## src/rtl/led_pattern_gen_pkg.sv

```systemverilog
// led_pattern_pkg: mode encoding shared by the LED pattern generator files
package led_pattern_pkg;
   localparam int MODE_W = 2;
   typedef enum logic [MODE_W-1:0] {OFF, ON, BLINK, BREATHE} led_mode_e;
endpackage

```

## src/rtl/led_pattern_gen_if.sv

```systemverilog
// led_pattern_gen_if: one-word valid/ready configuration port
// cfg_valid/cfg_ready handshake; cfg_ch target channel, cfg_mode led_mode_e, cfg_rate step period minus one
interface led_pattern_gen_if #(
   parameter int CH_W = 2,
   parameter int RATE_W = 16
);
   logic cfg_valid;
   logic cfg_ready;
   logic [CH_W-1:0] cfg_ch;
   logic [led_pattern_pkg::MODE_W-1:0] cfg_mode;
   logic [RATE_W-1:0] cfg_rate;
   modport master (output cfg_valid, cfg_ch, cfg_mode, cfg_rate, input cfg_ready);
   modport slave (input cfg_valid, cfg_ch, cfg_mode, cfg_rate, output cfg_ready);
endinterface

```

## src/rtl/led_pattern_gen_channel.sv

```systemverilog
// led_channel: one LED output with divider, blink phase and triangle-ramped PWM duty
// clk/rst_n; load strobe with mode_in/rate_in; shared pwm_cnt; registered led
module led_channel import led_pattern_pkg::*; #(
   parameter int RATE_W = 16,
   parameter int PWM_W = 8
) (
   input  logic clk,
   input  logic rst_n,
   input  logic load,
   input  led_mode_e mode_in,
   input  logic [RATE_W-1:0] rate_in,
   input  logic [PWM_W-1:0] pwm_cnt,
   output logic led
);
   localparam logic [PWM_W-1:0] DMAX = '1;
   led_mode_e mode, mode_n;
   logic [RATE_W-1:0] rate, div, div_n;
   logic [PWM_W-1:0] duty, duty_n;
   logic phase, phase_n, dn, dn_n, run, step, bstep, top, bot, led_n;
   // led is computed from the next-state values so it changes on the same edge as the state
   always_comb begin
      mode_n = load ? mode_in : mode;
      run = mode == BLINK || mode == BREATHE;
      step = run && div == rate;
      bstep = step && mode == BREATHE;
      top = !dn && duty == DMAX;
      bot = dn && duty == '0;
      div_n = (load || !run || step) ? '0 : div + RATE_W'(1);
      phase_n = load ? 1'b0 : phase ^ (step && mode == BLINK);
      dn_n = load ? 1'b0 : dn ^ (bstep && (top || bot));
      duty_n = load ? '0 : !bstep ? duty : top ? DMAX - PWM_W'(1) : bot ? PWM_W'(1) : dn ? duty - PWM_W'(1) : duty + PWM_W'(1);
      led_n = mode_n == ON || (mode_n == BLINK && phase_n) || (mode_n == BREATHE && duty_n > pwm_cnt);
   end
   always_ff @(posedge clk or negedge rst_n)
      if (!rst_n) begin
         mode <= OFF;
         rate <= '0;
         div <= '0;
         duty <= '0;
         phase <= 1'b0;
         dn <= 1'b0;
         led <= 1'b0;
      end else begin
         mode <= mode_n;
         rate <= load ? rate_in : rate;
         div <= div_n;
         duty <= duty_n;
         phase <= phase_n;
         dn <= dn_n;
         led <= led_n;
      end
endmodule

```

## src/rtl/led_pattern_gen.sv

```systemverilog
// led_pattern_gen: multi-channel LED driver with off/on/blink/breathe modes
// clk, rst_n (async active-low); cfg slave port; led[CHANNELS] active-high
module led_pattern_gen import led_pattern_pkg::*; #(
   parameter int CHANNELS = 4,
   parameter int RATE_W = 16,
   parameter int PWM_W = 8,
   localparam int CH_W = CHANNELS > 1 ? $clog2(CHANNELS) : 1
) (
   input  logic clk,
   input  logic rst_n,
   led_pattern_gen_if.slave cfg,
   output logic [CHANNELS-1:0] led
);
   typedef enum logic {IDLE, APPLY} state_e;
   state_e state;
   logic ready;
   logic [CH_W-1:0] w_ch;
   led_mode_e w_mode;
   logic [RATE_W-1:0] w_rate;
   logic [PWM_W-1:0] pwm_cnt;
   assign cfg.cfg_ready = ready;
   // ready comes up one edge after reset release, so nothing is taken on that first edge
   always_ff @(posedge clk or negedge rst_n)
      if (!rst_n) begin
         state <= IDLE;
         ready <= 1'b0;
         w_ch <= '0;
         w_mode <= OFF;
         w_rate <= '0;
      end else if (state == IDLE) begin
         ready <= !(cfg.cfg_valid && ready);
         if (cfg.cfg_valid && ready) begin
            state <= APPLY;
            w_ch <= cfg.cfg_ch;
            w_mode <= led_mode_e'(cfg.cfg_mode);
            w_rate <= cfg.cfg_rate;
         end
      end else begin
         state <= IDLE;
         ready <= 1'b1;
      end
   always_ff @(posedge clk or negedge rst_n)
      if (!rst_n) pwm_cnt <= '0;
      else pwm_cnt <= pwm_cnt + PWM_W'(1);
   // out-of-range channel numbers match no instance, so the write is dropped
   for (genvar i = 0; i < CHANNELS; i++) begin : g_ch
      led_channel #(.RATE_W(RATE_W), .PWM_W(PWM_W)) u_ch (
         .clk(clk),
         .rst_n(rst_n),
         .load(state == APPLY && w_ch == CH_W'(i)),
         .mode_in(w_mode),
         .rate_in(w_rate),
         .pwm_cnt(pwm_cnt),
         .led(led[i])
      );
   end
endmodule
```

## src/flat_wrapper.sv

```systemverilog
// flat-port wrapper written by rule: the top's interface ports become plain ports
module led_pattern_gen_flat import led_pattern_pkg::*;
#(
   parameter int CHANNELS = 4,
   parameter int RATE_W = 16,
   parameter int PWM_W = 8,
   localparam int CH_W = CHANNELS > 1 ? $clog2(CHANNELS) : 1
)
  (clk, rst_n, led, cfg_cfg_valid, cfg_cfg_ch, cfg_cfg_mode, cfg_cfg_rate, cfg_cfg_ready);
  led_pattern_gen_if #(.RATE_W(RATE_W)) cfg_i ();
  input  logic clk;
  input  logic rst_n;
  output logic [CHANNELS-1:0] led;
  input wire logic [$bits(cfg_i.cfg_valid)-1:0] cfg_cfg_valid;
  input wire logic [$bits(cfg_i.cfg_ch)-1:0] cfg_cfg_ch;
  input wire logic [$bits(cfg_i.cfg_mode)-1:0] cfg_cfg_mode;
  input wire logic [$bits(cfg_i.cfg_rate)-1:0] cfg_cfg_rate;
  output wire logic [$bits(cfg_i.cfg_ready)-1:0] cfg_cfg_ready;
  assign cfg_i.cfg_valid = cfg_cfg_valid;
  assign cfg_i.cfg_ch = cfg_cfg_ch;
  assign cfg_i.cfg_mode = cfg_cfg_mode;
  assign cfg_i.cfg_rate = cfg_cfg_rate;
  assign cfg_cfg_ready = cfg_i.cfg_ready;
  led_pattern_gen #(.CHANNELS(CHANNELS), .RATE_W(RATE_W), .PWM_W(PWM_W)) u_core (.clk(clk), .rst_n(rst_n), .cfg(cfg_i), .led(led));
endmodule
```

## config.mk

```make
export PLATFORM = sky130hd
export DESIGN_NAME = led_pattern_gen_flat
export DESIGN_NICKNAME = d
export VERILOG_FILES = /design/src/rtl/led_pattern_gen_pkg.sv /design/src/rtl/led_pattern_gen_if.sv /design/src/rtl/led_pattern_gen_channel.sv /design/src/rtl/led_pattern_gen.sv /design/src/flat_wrapper.sv
export SDC_FILE = /design/constraint.sdc
export NUM_CORES = 1
export LEC_CHECK = 0
export BUFFER_PORTS_ARGS = -buffer_cell sky130_fd_sc_hd__buf_2
export CORE_MARGIN = 5
export CORE_UTILIZATION = 40
export DETAILED_ROUTE_END_ITERATION = 16
export PLACE_DENSITY_LB_ADDON = 0.15
export SYNTH_ARGS = -nofsm -noshare
export SYNTH_HDL_FRONTEND = slang
export SYNTH_SLANG_ARGS = --single-unit
```

## constraint.sdc

```tcl
create_clock -name clk -period 5.6 [get_ports clk]
set_input_delay 0.84 -clock clk [delete_from_list [all_inputs] [get_ports clk]]
set_output_delay 0.84 -clock clk [all_outputs]
set_load 0.005 [all_outputs]
```

==> summary.log, run 1 <==
qor: setup_path.worst-path-buf-inv 0
qor: detailed_routing.drtPass1Iterations 4
qor: detailed_routing.drt-vias-per-instance 5.09
qor: floorplanning.design.die.area 0.0323 mm^2
qor: clock_tree.tritoncts_num_sinks 210
qor: timing.finalSetupTns 0 ns
qor: timing.timing.clock.skew 0.0298 ns
qor: detailed_routing.routed_wire_length 27700 um
qor: detailed_routing.drt_iter0_markers 444
qor: grt.global_route_wire_length_before_repair 46400 um
qor: grt.antenna_found_initial 0
qor: synth.post-synth-top-area-fraction 0.456
qor: synth.synth.most_common_cell sky130_fd_sc_hd__nand2_1
qor: detailed_routing.routed-via-count 8485
qor: grt.overflow_left_after_global_routing 0
qor: floorplanning.floorplan.initialDensity 0.403
qor: setup_path.timing_worst_setup_path_type flop to flop
qor: timing.share_of_the_clock_period_used_by_the_worst_path 0.656
qor: final_layout.drive_gt1_frac 0.0795
qor: synth.synth_area_leaders sky130_fd_sc_hd__dfrtp_1 46%, sky130_fd_sc_hd__nand2_1 10%, sky130_fd_sc_hd__xor2_1 7.0%
qor: floorplanning.floorplan.die.height 180 um
qor: timing.period_minus_slack 3.68 ns
qor: final_layout.antenna-diode-count 0
qor: synth.dominant_combinational_cell_family_by_area_after_synthesis simple AND/OR/NAND/NOR gates
qor: synth.synth.yosys.seq_area_share 0.456
qor: setup_path.category_of_cells_accounting_for_the_largest_share_of_critical_path_delay simple AND/OR/NAND/NOR gates
qor: timing.unrepaired_setup_endpoints_after_global_routing false
qor: synth.synth_warnings 0
qor: synth.post_synthesis_simple_gate_area_fraction 0.244
qor: setup_path.worst-path-max-fanout 14
qor: clock_tree.postCtsSetupRepairBufs 0
qor: floorplanning.row_count 62
qor: clock_tree.cts.reportedPaths.clkPinSlew 0.06 ns
qor: setup_path.cell_type_of_the_slowest_stage_on_the_worst_timing_path sky130_fd_sc_hd__nor4_4
qor: timing.final-max-slew-violation-count 0
qor: clock_tree.clock_tree.buffer_depth 3
qor: synth.postSynth.asyncResetShare 1.00
qor: clock_tree.clk-insertion-delay-late 0.55 ns
qor: placement.dp.final_hpwl 19100 um
qor: grt.total_routing_usage_gr 0.172
qor: placement.gp_congestion 0.807
qor: synth.synth_mux_area_frac 0.00782
qor: detailed_routing.drc_errors 0
qor: timing.slew_headroom 0.290
qor: synth.synth-main-ff-cell sky130_fd_sc_hd__dfrtp_1
qor: clock_tree.cts_resized 0
qor: final_layout.nNetsFinal 1354
qor: setup_path.timing.critical_path.to_type flop
qor: synth.syn-num-nets 1340
qor: synth.yosysTopAreaCell sky130_fd_sc_hd__dfrtp_1
qor: synth.synth.ff_latch_count 210
qor: pwr.cellLeakagePower 6.33 nW
qor: detailed_routing.routed_antenna_nets 0
qor: synth.synthCells 1252
qor: synth.synthTopCellsByCount 319 x sky130_fd_sc_hd__nand2_1, 210 x sky130_fd_sc_hd__dfrtp_1, 122 x sky130_fd_sc_hd__nor2_1
qor: grt.grt_max_degree 122
qor: synth.syn-mean-instance-area 9.20 um^2
qor: pwr.power.ir.vdd_worst 231 uV
qor: pwr.report.power.total 4.98 mW
qor: synth.synth_xor_area_frac 0.118
qor: grt.vias_in_the_first_global_route 8551
qor: timing.max_clock_freq 272 MHz
qor: final_layout.area_growth_syn_to_layout 11.5%
qor: timing.worst_pin_slew 1.06 ns
qor: run_status.run_status complete, no violations
qor: synth.synth_compound_area_frac 0.0743
qor: worst_hold_path.worstHoldPathType input port to asynchronous set/reset pin
qor: setup_path.depth_of_the_critical_timing_path_with_buffers_and_inverters_included 13
qor: clock_tree.tritoncts_buffer_count 25
qor: synth.post_synth_fa_ha_maj_area_fraction 0.0732
qor: timing.finalSetupViolCount 0
qor: floorplanning.die_width 180 um
qor: setup_path.r2r_start u_core.g_ch[0].u_ch.div[7]
qor: clock_tree.cts_tree built
qor: setup_path.worst-r2r-cell-count 13
qor: timing.hold_viol_final 0
qor: setup_path.worst_r2r_endpoint u_core.g_ch[0].u_ch.led
qor: setup_path.worst_ep_required_time 6.01 ns
qor: setup_path.slowest_delay 0.70 ns
qor: setup_path.cp_data_arrival_time 4.09 ns
qor: setup_path.reg2reg_slack 1.92 ns
qor: floorplanning.floorplan_core_area 0.0285 mm^2
qor: clock_tree.hold_buffers 0
qor: clock_tree.cts.htree.levels 1
qor: synth.synth_enable_flop_cells 0
qor: setup_path.path_cells xor2_1 > nor4_2 > nand3_2 > nor4_4 > mux2i_1 > nor2_1 > ha_1 > a21o_1 > a21oi_1 > nand2_1 > a221oi_1 > o21ai_0 > a22o_1
qor: placement.buffer_ports.inserted 27
qor: final_layout.num-fill-cells 2861
qor: floorplanning.io_pins 28
qor: flow_run.max_cap_violations 0
qor: detailed_routing.wl_per_cell 16.6 um
qor: setup_path.cp-start-kind flop
qor: pwr.pwr_density_cell 387 mW/mm^2
qor: synth.netlist-cell-type-count 65
qor: clock_tree.clk_root_buffer_cell sky130_fd_sc_hd__clkbuf_16
qor: synth.mappedNetlistArea 0.0115 mm^2
## logic make-up (layout without fill, tap and decap cells)
kind of cell             count (synthesis)  after routing
AND/OR/NAND/NOR                        615            615
flip-flops                             210            210
XOR/XNOR                               155            155
AO/OA/AOI/OAI                          131            131
buffers and inverters                   67             98
adder cells (fa/ha/maj)                 65             65
multiplexers                             9              9
## final cells by class
| cell class | count | area [um^2] | area share |
|---|---|---|---|
| clock buffer | 33 | 706 | 0.0549 |
| clock inverter | 11 | 173 | 0.0134 |
| inverter | 21 | 78.8 | 0.00614 |
| multi-input combinational | 975 | 5960 | 0.464 |
| sequential | 210 | 5260 | 0.409 |
| tap | 384 | 480 | 0.0374 |
| timing repair buffer | 33 | 190 | 0.0148 |
## placed cells by master (no fill, tap or decap), types with 21 or more instances in the layout
cell	Yosys	routed
sky130_fd_sc_hd__xnor2_1	63	63
sky130_fd_sc_hd__nor2_1	122	121
sky130_fd_sc_hd__nand4_1	30	30
sky130_fd_sc_hd__clkbuf_16	0	25
sky130_fd_sc_hd__buf_2	5	26
sky130_fd_sc_hd__o21ai_0	31	31
sky130_fd_sc_hd__nand2_1	319	319
sky130_fd_sc_hd__inv_1	21	21
sky130_fd_sc_hd__ha_1	61	61
sky130_fd_sc_hd__a21oi_1	30	30
sky130_fd_sc_hd__nand3_1	34	34
sky130_fd_sc_hd__dfrtp_1	210	210
sky130_fd_sc_hd__xor2_1	92	92
## through the flow
stage / hold WS, ns / utilization / instance area (um^2) / setup slack [ns] / cells
floorplan: 0.445 / - / 11500 / 2.52 / 1252
global placement: 0.463 / 0.419 / 12000 / 1.95 / 1623
detailed placement: 0.467 / 0.419 / 12000 / 1.96 / 1623
CTS: 0.440 / 0.450 / 12800 / 1.92 / 1667
global route: 0.464 / 0.450 / 12800 / 1.62 / 1667
finish: 0.379 / 0.450 / 12800 / 1.92 / 1667
## worst max path at each step
stage          slack (ns)                  startpoint                 endpoint
3_3_place_gp         1.95  u_core.g_ch[0].u_ch.div[7]  u_core.g_ch[0].u_ch.led
4_1_cts              1.92  u_core.g_ch[0].u_ch.div[7]  u_core.g_ch[0].u_ch.led
5_1_grt              1.62  u_core.g_ch[0].u_ch.div[7]  u_core.g_ch[0].u_ch.led
2_1_floorplan        2.52  u_core.g_ch[3].u_ch.div[0]  u_core.g_ch[3].u_ch.led
3_5_place_dp         1.96  u_core.g_ch[0].u_ch.div[7]  u_core.g_ch[0].u_ch.led
6_report             1.92  u_core.g_ch[0].u_ch.div[7]  u_core.g_ch[0].u_ch.led
## state kept, by name, summed over array words and instances, names as in the netlist
register,cells
u_core.w_ch,2
u_core.g_ch.u_ch.dn,4
u_core.g_ch.u_ch.div,64
u_core.w_rate,16
u_core.g_ch.u_ch.mode,8
u_core.cfg.cfg_ready,1
u_core.g_ch.u_ch.rate,64
u_core.g_ch.u_ch.duty,32
u_core.g_ch.u_ch.phase,4
u_core.pwm_cnt,8
u_core.w_mode,2
u_core.g_ch.u_ch.led,4
u_core.state,1
## layer usage
metal | GRT usage | vias to the layer above | wire length, um
met5 | 0 | - | 0
li1 | - | 4243 | -
met4 | 0.0396 | 0 | 601
met1 | 0.250 | 4074 | 13400
met3 | 0.0232 | 41 | 999
met2 | 0.276 | 127 | 12700
## report_power, final
group          switching (mW)  internal, mW
registers               0.378          1.86
logic                   0.570         0.429
clock network           0.669          1.07
total                    1.62          3.36
No activity file was read; power rests on OpenSTA's default activity.
==> run 2, diff against run 1 <==
Clock period 5.6 ns to 3.7 ns, I/O delays scaled along.
==> run 2 against run 1 <==
  * Largest power group unchanged
  * Flip-flop and latch count unchanged
  * Utilization grew 0.28 points
  * Sequential share of layout area fell by 0.25 points
  * Sequential power up 51%
  * First-iteration DRC count is 3.6% higher
  * Non-clock buffer count rose by 9
  * Largest cell class unchanged
  * Count of clock-buffer cells in the layout fell by 3
  * Register-to-register slack worse by 1.7 ns
  * Critical path depth is 1 lower
==> summary.log, run 2 (synthesized netlist as in run 1, its figures left out) <==
qor: final_layout.mostFrequentLayoutCell sky130_fd_sc_hd__nand2_1
qor: detailed_routing.drt_iter0_markers 460 [+3.6%]
qor: timing.worst_pin_slew 0.935 ns [-0.127 ns]
qor: final_layout.nNetsFinal 1363 [+0.66%]
qor: final_layout.final_design_area_no_fill 0.0129 mm^2 [+0.61%]
qor: final_layout.reg_top3 u_core.g_ch.u_ch.div (64), u_core.g_ch.u_ch.rate (64), u_core.g_ch.u_ch.duty (32)
qor: setup_path.worstSetupStartpoint u_core.g_ch[1].u_ch.dn
qor: clock_tree.cts.reportedPaths.clkPinSlew 0.06 ns [about the same]
qor: clock_tree.cts.htree.levels 1 [unchanged]
qor: timing.finalSetupViolCount 0 [unchanged]
qor: clock_tree.postCtsSetupRepairBufs 0 [unchanged]
qor: worst_hold_path.worstHoldPathType input port to asynchronous set/reset pin
qor: timing.finalSetupTns 0 ns [unchanged]
qor: grt.global_route_wire_length_before_repair 47000 um [+1.4%]
qor: timing.hold_viol_final 0 [unchanged]
qor: floorplanning.die_width 180 um [unchanged]
qor: pwr.pwr_density_cell 579 mW/mm^2 [+49%]
qor: final_layout.drive_gt1_frac 0.0875 [+0.00803]
qor: timing.max_clock_freq 292 MHz [+7.3%]
qor: setup_path.cp-start-kind flop
qor: setup_path.timing_worst_setup_path_type flop to flop
qor: grt.grt_max_degree 101 [-17%]
qor: grt.vias_in_the_first_global_route 8656 [+1.2%]
qor: timing.unrepaired_setup_endpoints_after_global_routing false
qor: final_layout.final_cell_mix 319 x sky130_fd_sc_hd__nand2_1, 210 x sky130_fd_sc_hd__dfrtp_1, 121 x sky130_fd_sc_hd__nor2_1
qor: pwr.power.ir.vdd_worst 361 uV [+56%]
qor: clock_tree.clock_tree.buffer_depth 3 [unchanged]
qor: placement.post-place-ws 0.175 ns [-1.79 ns]
qor: placement.buffer_ports.inserted 27 [unchanged]
qor: grt.overflow_left_after_global_routing 0 [unchanged]
qor: timing.share_of_the_clock_period_used_by_the_worst_path 0.926 [+0.270]
qor: timing.period_minus_slack 3.43 ns [-0.250 ns]
qor: detailed_routing.routed_wire_length 28300 um [+2.1%]
qor: clock_tree.clk_root_buffer_cell sky130_fd_sc_hd__clkbuf_16
qor: placement.dp.final_hpwl 19500 um [+1.9%]
qor: detailed_routing.routed_antenna_nets 0 [unchanged]
qor: clock_tree.hold_buffers 0 [unchanged]
qor: final_layout.finish.utilization 0.453 [+0.00276]
qor: final_layout.num-fill-cells 2799 [-2.2%]
qor: final_layout.area_growth_syn_to_layout 12.2%
qor: run_status.run_status complete, no violations
qor: detailed_routing.drt-vias-per-instance 5.12 [+0.64%]
qor: detailed_routing.drc_errors 0 [unchanged]
qor: clock_tree.clk-insertion-delay-late 0.53 ns [-0.02 ns]
qor: timing.timing.clock.skew 0.0181 ns [-0.0117 ns]
qor: final_layout.antenna-diode-count 0 [unchanged]
qor: clock_tree.tritoncts_buffer_count 25 [unchanged]
qor: timing.timing.final.ws_setup 0.274 ns [-1.65 ns]
qor: floorplanning.floorplan.die.height 180 um [unchanged]
qor: flow_run.max_cap_violations 0 [unchanged]
qor: grt.antenna_found_initial 0 [unchanged]
qor: clock_tree.cts_tree built
qor: timing.final-max-slew-violation-count 0 [unchanged]
qor: setup_path.r2r_start u_core.g_ch[1].u_ch.dn
qor: setup_path.cp_data_arrival_time 3.82 ns [-0.27 ns]
qor: clock_tree.tritoncts_num_sinks 210 [unchanged]
qor: detailed_routing.routed-via-count 8580 [+1.1%]
qor: detailed_routing.wl_per_cell 16.9 um [+1.6%]
qor: setup_path.worst_ep_required_time 4.09 ns [-1.92 ns]
qor: detailed_routing.drtPass1Iterations 5 [+1]
qor: floorplanning.row_count 62 [unchanged]
qor: grt.total_routing_usage_gr 0.174 [+0.00187]
qor: setup_path.timing.critical_path.to_type flop
qor: placement.gp_congestion 0.818 [+1.4%]
qor: setup_path.worst-r2r-cell-count 12 [-1]
qor: floorplanning.floorplan_core_area 0.0285 mm^2 [unchanged]
qor: timing.slew_headroom 0.376 [+0.0864]
qor: pwr.cellLeakagePower 6.35 nW [+0.29%]
qor: placement.place_area 0.0121 mm^2 [+0.77%]
qor: floorplanning.design.die.area 0.0323 mm^2 [unchanged]
qor: floorplanning.io_pins 28 [unchanged]
qor: setup_path.worst-path-max-fanout 8 [-6]
qor: floorplanning.floorplan.initialDensity 0.403 [unchanged]
[run 2: area by class of cell]
class                   count  area, um^2  share of cell area
clock buffers              30         674              0.0522
flip-flops and latches    210        5260               0.407
repair buffers             42         283              0.0219
inverters                  21        78.8             0.00610
well taps                 384         480              0.0372
multi-input cells         975        5980               0.463
clock inverters            13         174              0.0135
[run 2: routing by layer]
metal / vias to the layer above / track usage / part of all wire
met3: 36 / 0.0232 / 0.030
met4: 0 / 0.0427 / 0.024
met2: 137 / 0.280 / 0.46
li1: 4279 / - / -
met1: 4128 / 0.250 / 0.49
met5: - / 0 / 0
[run 2: path summary, 6_finish.rpt]
kind	to	slack, ns
max	u_core.g_ch[1].u_ch.led	0.27
min	u_core.g_ch[2].u_ch.div[12]	0.07
max reg2reg	u_core.g_ch[1].u_ch.led	0.27
min reg2reg	u_core.pwm_cnt[7]	0.47
max in group asynchronous	u_core.g_ch[0].u_ch.div[15]	2.82
min in group clk	u_core.w_rate[7]	0.21
[run 2: what timing repair did]
| item | CTS | global route |
|---|---|---|
| endpoints found under the hold margin | 0 | 0 |
| setup endpoints to repair | 0 | 3 |
| resized for setup | 0 | 5 |
[run 2: per-stage QoR]
stage	cells	hold slack, ns	total power, mW
6_report	1675	0.0713	7.48
5_1_grt	1675	0.130	7.96
4_1_cts	1675	0.0892	7.57
3_5_place_dp	1632	0.467	4.98
3_3_place_gp	1632	0.462	4.95
2_1_floorplan	1252	0.259	4.44
[run 2: worst max-delay path: stages, from the launching register on]
cell and delay [ns]:
sky130_fd_sc_hd__dfrtp_1 0.48, sky130_fd_sc_hd__ha_1 0.39, sky130_fd_sc_hd__nand3_1 0.10, sky130_fd_sc_hd__a21boi_0 0.36
sky130_fd_sc_hd__o22ai_1 0.17, sky130_fd_sc_hd__xor2_1 0.17, sky130_fd_sc_hd__o21a_1 0.18, sky130_fd_sc_hd__a21oi_1 0.24
sky130_fd_sc_hd__ha_1 0.29, sky130_fd_sc_hd__a21o_1 0.18, sky130_fd_sc_hd__a21o_1 0.18, sky130_fd_sc_hd__a2111oi_2 0.40
sky130_fd_sc_hd__o22ai_1 0.15
[run 2: report_power, final]
group,switching (mW),total (mW),internal [mW]
Clock,1.02,2.54,1.52
Combinational,0.893,1.56,0.664
Sequential,0.572,3.38,2.81
Total,2.49,7.48,4.99
==> run 3, diff against run 2 <==
Clock period 3.7 ns to 3.15 ns, I/O delays scaled along.
==> run 3 against run 2 <==
  * Die area unchanged
  * Register-to-register slack worse by 0.27 ns
  * Worst setup slack worse by 0.27 ns
  * Highest routed layer unchanged
  * Critical path type unchanged
==> summary.log, run 3 (synthesized netlist as in run 1, its figures left out) <==
qor: run_status.run_status complete, no violations
qor: worst_hold_path.hold_path_end u_core.w_rate[12]
qor: timing.slew_headroom 0.483 [+0.107]
qor: placement.buffer_ports.inserted 27 [unchanged]
qor: setup_path.cp_data_arrival_time 3.55 ns [-0.27 ns]
qor: grt.vias_in_the_first_global_route 9350 [+8.0%]
qor: pwr.pwr_density_cell 645 mW/mm^2 [+11%]
qor: detailed_routing.drt-vias-per-instance 4.96 [-3.1%]
qor: clock_tree.clock_tree.buffer_depth 3 [unchanged]
qor: final_layout.final_cell_mix 319 x sky130_fd_sc_hd__nand2_1, 208 x sky130_fd_sc_hd__dfrtp_1, 158 x sky130_fd_sc_hd__buf_4
qor: final_layout.antenna-diode-count 0 [unchanged]
qor: pwr.cellLeakagePower 7.26 nW [+14%]
qor: worst_hold_path.timing.hold.worst_path_depth 3
qor: clock_tree.cts.htree.levels 1 [unchanged]
qor: timing.final-max-slew-violation-count 0 [unchanged]
qor: detailed_routing.wl_per_cell 16.0 um [-5.3%]
qor: grt.global_route_wire_length_before_repair 48600 um [+3.5%]
qor: timing.max_clock_freq 318 MHz [+8.9%]
qor: timing.unrepaired_setup_endpoints_after_global_routing true
qor: pwr.report.power.total 9.29 mW [+24%]
qor: detailed_routing.drt_iter0_markers 437 [-5.0%]
qor: timing.share_of_the_clock_period_used_by_the_worst_path 0.999 [+0.0726]
qor: floorplanning.floorplan.die.height 180 um [unchanged]
qor: floorplanning.io_pins 28 [unchanged]
qor: grt.antenna_found_initial 0 [unchanged]
qor: floorplanning.floorplan.initialDensity 0.403 [unchanged]
qor: placement.place_area 0.0131 mm^2 [+8.3%]
qor: timing.hold_ws 0.127 ns [+0.0557 ns]
qor: timing.timing.clock.skew 0.0134 ns [-0.00476 ns]
qor: floorplanning.floorplan_core_area 0.0285 mm^2 [unchanged]
qor: grt.grtUsageMet3 0.0224 [-0.000808]
qor: final_layout.mostFrequentLayoutCell sky130_fd_sc_hd__nand2_1
qor: floorplanning.row_count 62 [unchanged]
qor: setup_path.worst_ep_required_time 3.55 ns [-0.54 ns]
qor: final_layout.final_design_area_no_fill 0.0144 mm^2 [+11%]
qor: clock_tree.tritoncts_num_sinks 210 [unchanged]
qor: pwr.power.ir.vdd_worst 431 uV [+19%]
qor: timing.period_minus_slack 3.15 ns [-0.281 ns]
qor: detailed_routing.routed-via-count 9084 [+5.9%]
qor: timing.worst_pin_slew 0.775 ns [-0.160 ns]
qor: timing.hold_viol_final 0 [unchanged]
qor: setup_path.worst-path-max-fanout 6 [-2]
qor: timing.finalSetupTns 0 ns [unchanged]
qor: grt.globalRouteMet2Util 0.301 [+0.0211]
qor: worst_hold_path.worstHoldPathType input port to flop
qor: detailed_routing.routed_wire_length 29300 um [+3.5%]
qor: timing.finalSetupViolCount 0 [unchanged]
qor: setup_path.worst_r2r_endpoint u_core.g_ch[3].u_ch.led
qor: setup_path.timing_worst_setup_path_type flop to flop
qor: final_layout.nNetsFinal 1515 [+11%]
qor: final_layout.drive_gt1_frac 0.211 [+0.124]
qor: clock_tree.tritoncts_buffer_count 26 [+4.0%]
qor: detailed_routing.drc_errors 0 [unchanged]
qor: grt.total_routing_usage_gr 0.180 [+0.00568]
qor: setup_path.cp-start-kind flop
qor: clock_tree.clk-insertion-delay-late 0.53 ns [about the same]
qor: grt.overflow_left_after_global_routing 0 [unchanged]
qor: detailed_routing.routed_antenna_nets 0 [unchanged]
qor: clock_tree.cts_tree built
qor: placement.dp.final_hpwl 20400 um [+4.5%]
qor: worst_hold_path.worst_hold_startpoint cfg_cfg_rate[12]
qor: clock_tree.cts.reportedPaths.clkPinSlew 0.06 ns [about the same]
qor: flow_run.max_cap_violations 0 [unchanged]
qor: final_layout.area_growth_syn_to_layout 25.1%
qor: final_layout.reg_top3 u_core.g_ch.u_ch.div (64), u_core.g_ch.u_ch.rate (64), u_core.g_ch.u_ch.duty (32)
qor: clock_tree.clk_root_buffer_cell sky130_fd_sc_hd__clkbuf_16
qor: floorplanning.design.die.area 0.0323 mm^2 [unchanged]
qor: setup_path.reg2reg_slack 0.005 ns [-0.27 ns]
qor: grt.global_route.peak_usage_layer met2
qor: placement.gp_congestion 0.824 [+0.70%]
qor: setup_path.timing.critical_path.to_type flop
qor: detailed_routing.drtPass1Iterations 4 [-1]
qor: floorplanning.die_width 180 um [unchanged]
qor: setup_path.worst-r2r-cell-count 15 [+3]
qor: grt.grt_max_degree 78 [-23%]
qor: grt.globalRouteMet1Util 0.251 [+0.000808]
qor: setup_path.r2r_start u_core.g_ch[3].u_ch.dn
run 3: how the worst max path moves through the flow:
stage / start / end / slack (ns) / cells after the start
finish: u_core.g_ch[3].u_ch.dn / u_core.g_ch[3].u_ch.led / 0.005 / 15
global route: u_core.g_ch[3].u_ch.dn / u_core.g_ch[3].u_ch.led / -0.16 / 15
CTS: u_core.g_ch[3].u_ch.dn / u_core.g_ch[3].u_ch.led / 0.006 / 15
detailed placement: u_core.g_ch[0].u_ch.duty[1] / u_core.g_ch[0].u_ch.led / -0.21 / 14
global placement: u_core.g_ch[0].u_ch.duty[1] / u_core.g_ch[0].u_ch.led / -0.11 / 16
floorplan: u_core.g_ch[3].u_ch.div[0] / u_core.g_ch[3].u_ch.led / 0.07 / 14
run 3: metal layers:
metal	part of all wire	vias to the layer above
met5	0	-
met4	0.021	0
met3	0.027	42
met2	0.47	93
met1	0.48	4374
li1	-	4575
run 3: critical path: stages, from the launching register on:
cell	delay, ns
sky130_fd_sc_hd__dfrtp_2	0.47
sky130_fd_sc_hd__buf_6	0.14
sky130_fd_sc_hd__ha_1	0.26
sky130_fd_sc_hd__nand3_1	0.09
sky130_fd_sc_hd__a21boi_1	0.14
sky130_fd_sc_hd__buf_4	0.14
sky130_fd_sc_hd__o22ai_1	0.08
sky130_fd_sc_hd__xor2_1	0.15
sky130_fd_sc_hd__o211ai_1	0.20
sky130_fd_sc_hd__o211a_1	0.23
sky130_fd_sc_hd__ha_4	0.22
sky130_fd_sc_hd__a21oi_2	0.12
sky130_fd_sc_hd__o21ai_1	0.08
sky130_fd_sc_hd__o22a_1	0.22
sky130_fd_sc_hd__o21a_1	0.17
sky130_fd_sc_hd__or3_1	0.31
run 3: timing repair:
item                                    in CTS  in global routing
hold buffers                                 1                  0
setup buffers                                8                 11
resized for setup                           31                 31
endpoints found under the setup margin       4                  4
endpoints found under the hold margin       74                  0
pin swaps                                   29                 30
run 3: final cells by class:
class / instances / area (um^2)
multi-input cells: 975 / 6210
fillers: 2713 / 14100
flip-flops and latches: 210 / 5260
well taps: 384 / 480
clock buffers: 36 / 748
inverters: 21 / 81.3
repair buffers: 193 / 1450
clock inverters: 12 / 175
run 3: report_power, final:
part / total (mW) / switching [mW] / leakage [nW] / internal (mW)
clock: 3.18 / 1.20 / 0.459 / 1.99
sequential: 3.93 / 0.622 / 2.79 / 3.31
combinational: 2.18 / 1.17 / 4.01 / 1.00
total: 9.29 / 3.00 / 7.26 / 6.29
run 3: per-stage QoR:
step | setup WS [ns] | cells | utilization
3_5_place_dp | -0.210 | 1764 | 0.458
2_1_floorplan | 0.0661 | 1252 | -
3_3_place_gp | -0.114 | 1764 | 0.458
6_report | 0.00458 | 1831 | 0.505
4_1_cts | 0.00641 | 1820 | 0.497
5_1_grt | -0.164 | 1831 | 0.505
